### src/rtl/eth_rx_pkg.sv
// eth_rx_pkg: shared states and byte constants
// for the GMII receive framer.
package eth_rx_pkg;

  typedef logic [1:0] rx_state_t;

  localparam rx_state_t IDLE     = 2'd0;
  localparam rx_state_t PREAMBLE = 2'd1;
  localparam rx_state_t PAYLOAD  = 2'd2;
  localparam rx_state_t DROP     = 2'd3;

  localparam logic [7:0] PREAMBLE_BYTE = 8'h55;
  localparam logic [7:0] SFD_BYTE      = 8'hD5;

  localparam int DEF_MIN_PRE = 7;
  localparam int DEF_MAX_PRE = 15;

endpackage

### src/rtl/rx_hold_stage.sv
// rx_hold_stage: one-byte hold register plus
// output flop; builds pl_* with sof/eof/err.
module rx_hold_stage (
  input  logic       rx_clk,
  input  logic       reset_n,
  input  logic       push,
  input  logic       flush,
  input  logic       first,
  input  logic       err,
  input  logic [7:0] data,
  output logic [7:0] pl_data,
  output logic       pl_valid,
  output logic       pl_sof,
  output logic       pl_eof,
  output logic       pl_err
);

  logic [7:0] hold_data;
  logic       hold_full;
  logic       hold_first;
  logic       sticky;

  // Release the held byte on the next push, or as eof on flush.
  always_ff @(posedge rx_clk or negedge reset_n) begin
    if (!reset_n) begin
      hold_data  <= '0;
      hold_full  <= 1'b0;
      hold_first <= 1'b0;
      sticky     <= 1'b0;
      pl_data    <= '0;
      pl_valid   <= 1'b0;
      pl_sof     <= 1'b0;
      pl_eof     <= 1'b0;
      pl_err     <= 1'b0;
    end else begin
      pl_valid <= 1'b0;
      pl_sof   <= 1'b0;
      pl_eof   <= 1'b0;
      pl_err   <= 1'b0;
      if (flush) begin
        if (hold_full) begin
          pl_data  <= hold_data;
          pl_valid <= 1'b1;
          pl_sof   <= hold_first;
          pl_eof   <= 1'b1;
          pl_err   <= sticky | err;
        end
        hold_full <= 1'b0;
        sticky    <= 1'b0;
      end else if (push) begin
        if (hold_full) begin
          pl_data  <= hold_data;
          pl_valid <= 1'b1;
          pl_sof   <= hold_first;
        end
        hold_data  <= data;
        hold_full  <= 1'b1;
        hold_first <= first;
        sticky     <= sticky | err;
      end else if (err) begin
        sticky <= 1'b1;
      end
    end
  end

endmodule

### src/rtl/rx_sfd_framer.sv
// rx_sfd_framer: strips preamble/SFD, frames payload.
// RX_STRICT_PREAMBLE_EN enables strict preamble checks.
module rx_sfd_framer
  import eth_rx_pkg::*;
#(
  parameter int MIN_PRE   = DEF_MIN_PRE,
  parameter int MAX_PRE   = DEF_MAX_PRE,
  parameter int MAX_FRAME = 1522,
  parameter int PRE_CNT_W = 5,
  parameter int LEN_W     = 11
) (
  input  logic                 rx_clk,
  input  logic                 reset_n,
  input  logic [7:0]           rx_data,
  input  logic                 rx_enable,
  input  logic                 rx_error,
  output logic                 sfd_wait,
  output logic [7:0]           pl_data,
  output logic                 pl_valid,
  output logic                 pl_sof,
  output logic                 pl_eof,
  output logic                 pl_err,
  output logic [PRE_CNT_W-1:0] pre_len,
  output logic                 pre_err
);

`ifdef RX_STRICT_PREAMBLE_EN
  localparam bit STRICT = 1'b1;
`else
  localparam bit STRICT = 1'b0;
`endif

  localparam logic [PRE_CNT_W-1:0] PRE_SAT =
    PRE_CNT_W'(MAX_PRE + 1);
  localparam logic [PRE_CNT_W-1:0] PRE_LO =
    PRE_CNT_W'(MIN_PRE);
  localparam logic [PRE_CNT_W-1:0] PRE_HI =
    PRE_CNT_W'(MAX_PRE);
  localparam logic [LEN_W-1:0] LEN_MAX =
    LEN_W'(MAX_FRAME);

  rx_state_t            state, state_n;
  logic [PRE_CNT_W-1:0] cnt, cnt_n;
  logic [LEN_W-1:0]     len, len_n;
  logic                 push, flush, first, err;
  logic                 perr, take, pre_ok;
  logic                 push_q, flush_q;
  logic                 first_q, err_q;
  logic [7:0]           data_q;

  assign pre_ok = !STRICT ||
    ((cnt >= PRE_LO) && (cnt <= PRE_HI));

  // Next-state and hold-stage requests from the raw byte.
  always_comb begin
    state_n = state;
    cnt_n   = cnt;
    len_n   = len;
    push    = 1'b0;
    flush   = 1'b0;
    first   = 1'b0;
    err     = 1'b0;
    perr    = 1'b0;
    take    = 1'b0;
    if (!rx_enable) begin
      state_n = IDLE;
      cnt_n   = '0;
      flush   = (state == PAYLOAD);
    end else begin
      case (state)
        IDLE, PREAMBLE: begin
          state_n = PREAMBLE;
          if (rx_error) begin
            perr    = 1'b1;
            state_n = DROP;
          end else if (rx_data == PREAMBLE_BYTE) begin
            if (cnt != PRE_SAT) cnt_n = cnt + 1'b1;
          end else if (rx_data == SFD_BYTE) begin
            if (pre_ok) begin
              state_n = PAYLOAD;
              take    = 1'b1;
              len_n   = '0;
            end else begin
              perr    = 1'b1;
              state_n = DROP;
            end
          end else if (STRICT) begin
            perr    = 1'b1;
            state_n = DROP;
          end
        end
        PAYLOAD: begin
          if (len == LEN_MAX) begin
            flush   = 1'b1;
            err     = 1'b1;
            state_n = DROP;
          end else begin
            push  = 1'b1;
            first = (len == '0);
            err   = rx_error;
            len_n = len + 1'b1;
          end
        end
        default: ;
      endcase
    end
  end

  // State, counters, status and the request pipeline flop.
  always_ff @(posedge rx_clk or negedge reset_n) begin
    if (!reset_n) begin
      state    <= IDLE;
      cnt      <= '0;
      len      <= '0;
      pre_len  <= '0;
      pre_err  <= 1'b0;
      sfd_wait <= 1'b1;
      push_q   <= 1'b0;
      flush_q  <= 1'b0;
      first_q  <= 1'b0;
      err_q    <= 1'b0;
      data_q   <= '0;
    end else begin
      state    <= state_n;
      cnt      <= cnt_n;
      len      <= len_n;
      pre_err  <= perr;
      sfd_wait <= (state_n != PAYLOAD);
      if (take) pre_len <= cnt;
      push_q   <= push;
      flush_q  <= flush;
      first_q  <= first;
      err_q    <= err;
      data_q   <= rx_data;
    end
  end

  rx_hold_stage u_hold (
    .rx_clk   (rx_clk),
    .reset_n  (reset_n),
    .push     (push_q),
    .flush    (flush_q),
    .first    (first_q),
    .err      (err_q),
    .data     (data_q),
    .pl_data  (pl_data),
    .pl_valid (pl_valid),
    .pl_sof   (pl_sof),
    .pl_eof   (pl_eof),
    .pl_err   (pl_err)
  );

endmodule

### config.mk
export PLATFORM = sky130hd
export DESIGN_NAME = rx_sfd_framer
export DESIGN_NICKNAME = d
export VERILOG_FILES = /design/src/rtl/eth_rx_pkg.sv /design/src/rtl/rx_hold_stage.sv /design/src/rtl/rx_sfd_framer.sv
export SDC_FILE = /design/constraint.sdc
export NUM_CORES = 1
export LEC_CHECK = 0
export ABC_AREA = 1
export BUFFER_PORTS_ARGS = -buffer_cell sky130_fd_sc_hd__buf_2
export CORE_MARGIN = 5
export CORE_UTILIZATION = 55
export DETAILED_ROUTE_END_ITERATION = 7
export PLACE_DENSITY = 0.76
export SYNTH_ARGS = -nofsm -noshare
export SYNTH_HDL_FRONTEND = slang
export SYNTH_SLANG_ARGS = --single-unit
### constraint.sdc
create_clock -name rx_clk -period 3.3 [get_ports rx_clk]
set_input_delay 0.66 -clock rx_clk [delete_from_list [all_inputs] [get_ports rx_clk]]
set_output_delay 0.66 -clock rx_clk [all_outputs]
set_load 0.01 [all_outputs]
Yosys cells after proc, flatten, opt, wreduce, memory -nomap -nowiden
Index checks and enable logic that the tools add are counted.
- input bits: 12
- register bits: 60
- output and inout port bits: 19
- bitwise logic cells: 2
- equality and inequality tests: 15
- reductions and logical operators: 9
- muxes and demuxes: 53
- add/subtract/negate cells: 2
- operator list (kind ; count):
    11-bit two-way mux ; 4
    1-bit two-way mux ; 34
    5-bit two-way mux ; 5
    8-bit two-way mux ; 3
    11-bit one-hot mux with 2 select lines ; 1
    2-bit != test (second input constant) ; 6
    11-bit by 1-bit adder with 11-bit output (second input constant) ; 1
    11-bit == test (second input constant) ; 1
    11-bit zero test ; 1
    2-bit two-way mux ; 5
    8-bit by 7-bit == test with 1-bit output (second input constant) ; 1
    8-bit == test (second input constant) ; 1
    2-bit by 1-bit != test with 1-bit output (second input constant) ; 3
    6-bit AND reduction ; 1
    5-bit by 1-bit adder with 5-bit output (second input constant) ; 1
    5-bit != test (second input constant) ; 1
    2-bit one-hot mux with 2 select lines ; 1
    4-bit AND reduction ; 1
    2-bit nonzero test ; 2
    3-bit nonzero test ; 1
    2-bit by 1-bit == test with 1-bit output (second input constant) ; 1
    2-bit == test (second input constant) ; 1
    2-bit zero test ; 1
    2-bit AND reduction ; 1
    3 further kinds ; 3

Longest topological paths before layout
- depth after elaboration: 7
- gate-level depth with buffers: 11
- gate-level depth less buffers: 10

Cells and area by module
From an unflattened synthesis, not the netlist that was laid out.
- cell total of the unflattened synthesis: 314
- area, all modules: 2670.1 um^2
- modules (own cells, without submodules) (module ; area each (um^2) ; instances ; cells an instance):
    rx_sfd_framer ; 1808.0 ; 1 ; 225
    rx_hold_stage ; 862.1 ; 1 ; 89

Least setup slack after synthesis
Ideal clock, no wire load.
- kind: input -> register
- start: input rx_data[3]
- end: register len[2]
- buffers on the path: 1
- path slack: 1.714 ns
- data required time: 3.183 ns
- stages: 9
- setup time: 0.117 ns
- arrival time: 1.469 ns
- cell sequence: inv_1 nand2_1 nor2_1 nand2_1 a21oi_2 nand2_4 buf_6 nand2_1 nand2_1
- word-level cells in the longest chain between the ends: 3
- RTL lines (what ; line ; RTL):
    start: declaration ; rx_sfd_framer.sv:14 ; input logic [7:0] rx_data,
    8-bit == test / 8-bit by 7-bit == test with 1-bit output (equally long branches) ; rx_sfd_framer.sv:78, rx_sfd_framer.sv:76 ;
    2-bit != test (no source line) ; - ;
    6-bit AND reduction (no source line) * ; - ;
    end signal: assignment ; rx_sfd_framer.sv:126 ; len <= len_n;
    end: declaration ; rx_sfd_framer.sv:44 ; logic [LEN_W-1:0] len, len_n;
Mark *: on every way between the ends. The rest lies on a longest branch, timed or not.
A chain may end at the register's enable or synchronous reset.

Worst setup path after layout
- start: register sfd_wait
- end: output sfd_wait
- RTL lines (what ; line ; RTL):
    start: declaration ; rx_sfd_framer.sv:17 ; output logic sfd_wait,
    start signal: assignment ; rx_sfd_framer.sv:128 ; sfd_wait <= (state_n != PAYLOAD);
No word-level cell between the ends.

==> impl_metrics.env <==
export IMPL_status="complete, no violations"
export IMPL_finalCriticalPeriod_ps=1620
export IMPL_crit_buf_inv=1
export IMPL_gp_congestion=0.872
export IMPL_h_tree_depth=3
export IMPL_grt_pass1_vias=1953
export IMPL_cts_root_buffer="clkbuf_8"
export IMPL_dp_hpwl_mm=3.44
export IMPL_r2r_start="len[0]"
export IMPL_cts_tree="done"
export IMPL_grt_overflow_total=0
export IMPL_period_share_pct=49.0
export IMPL_ir_worst_vdd_v=0.000264
export IMPL_io_pins=31
export IMPL_viasPerCell=5.00
export IMPL_finalClockSkew_ps=8.43
export IMPL_drive_above_1_share_pct=17.0
export IMPL_slew_viol_final=0
export IMPL_die_w_um=79.1
export IMPL_ys_types=28
export IMPL_setup_violations_final=0
export IMPL_synth_compound_area_share_pct=3.29
export IMPL_syn_nets=309
export IMPL_cts_buffer_depth=2
export IMPL_antenna_found_initial=0
export IMPL_synthSimpleGateAreaFrac_pct=26.2
export IMPL_vias=1944
export IMPL_start_util_pct=56.0
export IMPL_crit_path_start_kind="flop"
export IMPL_die_h_um=79.1
export IMPL_clkTransAtPathRegs_ps=60
export IMPL_drt_total_wl_mm=4.89
export IMPL_cpMaxStageDelayCell="dfstp_2"
export IMPL_synth_edff_count=0
export IMPL_dr_pass1_iters=4
export IMPL_powerDensity_nw_per_um2=623
export IMPL_tightest_slew_ps=736
export IMPL_synthMuxAreaShare_pct=3.43
export IMPL_endpoint_kind="primary output"
export IMPL_drt_iter0_drc=101
export IMPL_cts_hold_buf=0
export IMPL_yosysMostFrequentCell="nand2_1"
export IMPL_yosysSeqAreaShare_pct=57.2
export IMPL_portBuffers=30
export IMPL_crit_type="flop to primary output"
export IMPL_synth_top_cell_area_share_pct=56.2
export IMPL_postRouteAntennaNets=0
export IMPL_cts_buffers_inserted=9
export IMPL_ys_warnings_count=0
export IMPL_numClockSinks=60
export IMPL_synth_ff_type="dfrtp_1"
export IMPL_crit_family="flip-flops"
export IMPL_wl_per_cell_um=12.6
export IMPL_cts_resized=0
export IMPL_synth_seq_cells=60
export IMPL_synthAdderAreaFrac_pct=2.38
export IMPL_max_stage_delay_ps=510
export IMPL_drv_cap=0
export IMPL_num_rows=25
export IMPL_drc=0
export IMPL_fp_coreArea_sq_um=4690
export IMPL_finalHoldViolCount=0
export IMPL_clk_latency_ps=330
export IMPL_post_cts_buffers=0
export IMPL_synthArstFlopShare_pct=100
export IMPL_hold_class="primary input to async pin"
export IMPL_max_freq_mhz=618
export IMPL_grt_max_degree=46
export IMPL_synth_top_cells_by_area="dfrtp_1 56%, nand2_1 14%, inv_1 4.1%"
export IMPL_crit_start="sfd_wait"
export IMPL_yosysTopAreaCell="dfrtp_1"
export IMPL_required_ps=2640
export IMPL_syn_inst=292
export IMPL_die_area_sq_um=6260
export IMPL_max_slew_margin_pct=50.6
export IMPL_synth_common_cells="101 x nand2_1, 59 x dfrtp_1, 29 x inv_1, 29 x nor2_1, 21 x nand3_1"
export IMPL_area_delta_synth_final_pct=16.0
export IMPL_finalSetupTns_ps=0
export IMPL_antenna_cells=0
export IMPL_nNetsFinal=348
export IMPL_synth_xor_area_share_pct=2.00
export IMPL_grt_first_pass_wirelength_mm=8.76
export IMPL_rsz0062_at_grt="no"
export IMPL_crit_chain="buf_2"
export IMPL_syn_area_per_cell_sq_um=9.00
export IMPL_syn_area_sq_um=2630
export IMPL_p_total_w=0.00190
export IMPL_leakagePower_nw=1.63
export IMPL_crit_fanout=1
export IMPL_cp_arrival_ps=960
export IMPL_gr_usage_all_layers_pct=18.3
export IMPL_synth_top_family_by_area="simple AND/OR/NAND/NOR gates"
-- layer usage --
layer  vias to the layer above  GRT usage [%]  wire length, um
li1                        988              -                -
met1                       911           22.6             2220
met2                        33           30.1             2370
met3                        12           3.40              212
met4                         0           10.1               93
met5                         -              0                0
-- metrics by stage --
stage | cell area [sq um] | utilization [%] | instances | hold WS, ps | worst slack, ps
after floorplan | 2630 | - | 292 | 364 | 1710
after global routing | 3050 | 65.0 | 389 | 252 | 1550
after global placement | 2830 | 60.4 | 374 | 436 | 1490
after CTS | 3050 | 65.0 | 389 | 231 | 1660
after detailed placement | 2830 | 60.4 | 374 | 447 | 1450
final | 3050 | 65.0 | 389 | 229 | 1680
-- kinds of logic (layout without fill, tap and decap cells) --
| kind of cell | after synthesis | count (layout) |
|---|---|---|
| mux | 8 | 8 |
| fa+ha+maj | 5 | 5 |
| xor+xnor | 6 | 6 |
| flops | 60 | 60 |
| simple gates | 162 | 162 |
| buf+inv | 36 | 79 |
| compound gates | 15 | 15 |
-- registers in the layout, indices dropped and copies added, names as in the netlist, 2 cells and up --
register	cells
cnt	5
state	2
u_hold.pl_data	8
data_q	8
u_hold.hold_data	8
pre_len	5
len	11
-- final cells by class --
type | instances | area, sq um
Multi-Input combinational cell | 196 | 981
Inverter | 33 | 124
Sequential cell | 60 | 1500
Clock buffer | 11 | 141
Fill cell | 381 | 1640
Clock inverter | 4 | 73.8
Timing Repair Buffer | 31 | 158
Tap cell | 54 | 67.6
-- worst paths after layout --
check / to / slack (ps) / cells past startpoint
worst min register to register: u_hold.hold_data[3] / 450 / 1
worst min-delay path: u_hold.pl_data[1] / 230 / 1
min in group rx_clk: data_q[5] / 450 / 1
worst max register to register: first_q / 1690 / 8
max in group asynchronous: cnt[3] / 2220 / 2
worst max-delay path: sfd_wait / 1680 / 1
-- placed cells by master, fill, tap and decap left out, types with 6 or more instances in the layout --
master,synthesis,final
nand2_1,101,101
nand3_1,21,21
clkbuf_8,0,10
o21ai_1,6,6
dfrtp_1,59,59
nor2_1,29,29
mux2_1,8,8
inv_1,29,29
buf_2,1,30
-- where the power goes --
group          switching (W)  total, W  leakage, nW  internal [W]
Sequential         0.0000660  0.000909        0.774      0.000843
Clock               0.000276  0.000718        0.109      0.000442
Combinational       0.000159  0.000272        0.751      0.000113
Total               0.000502   0.00190         1.63       0.00140
(Power assumes the default switching activity.)
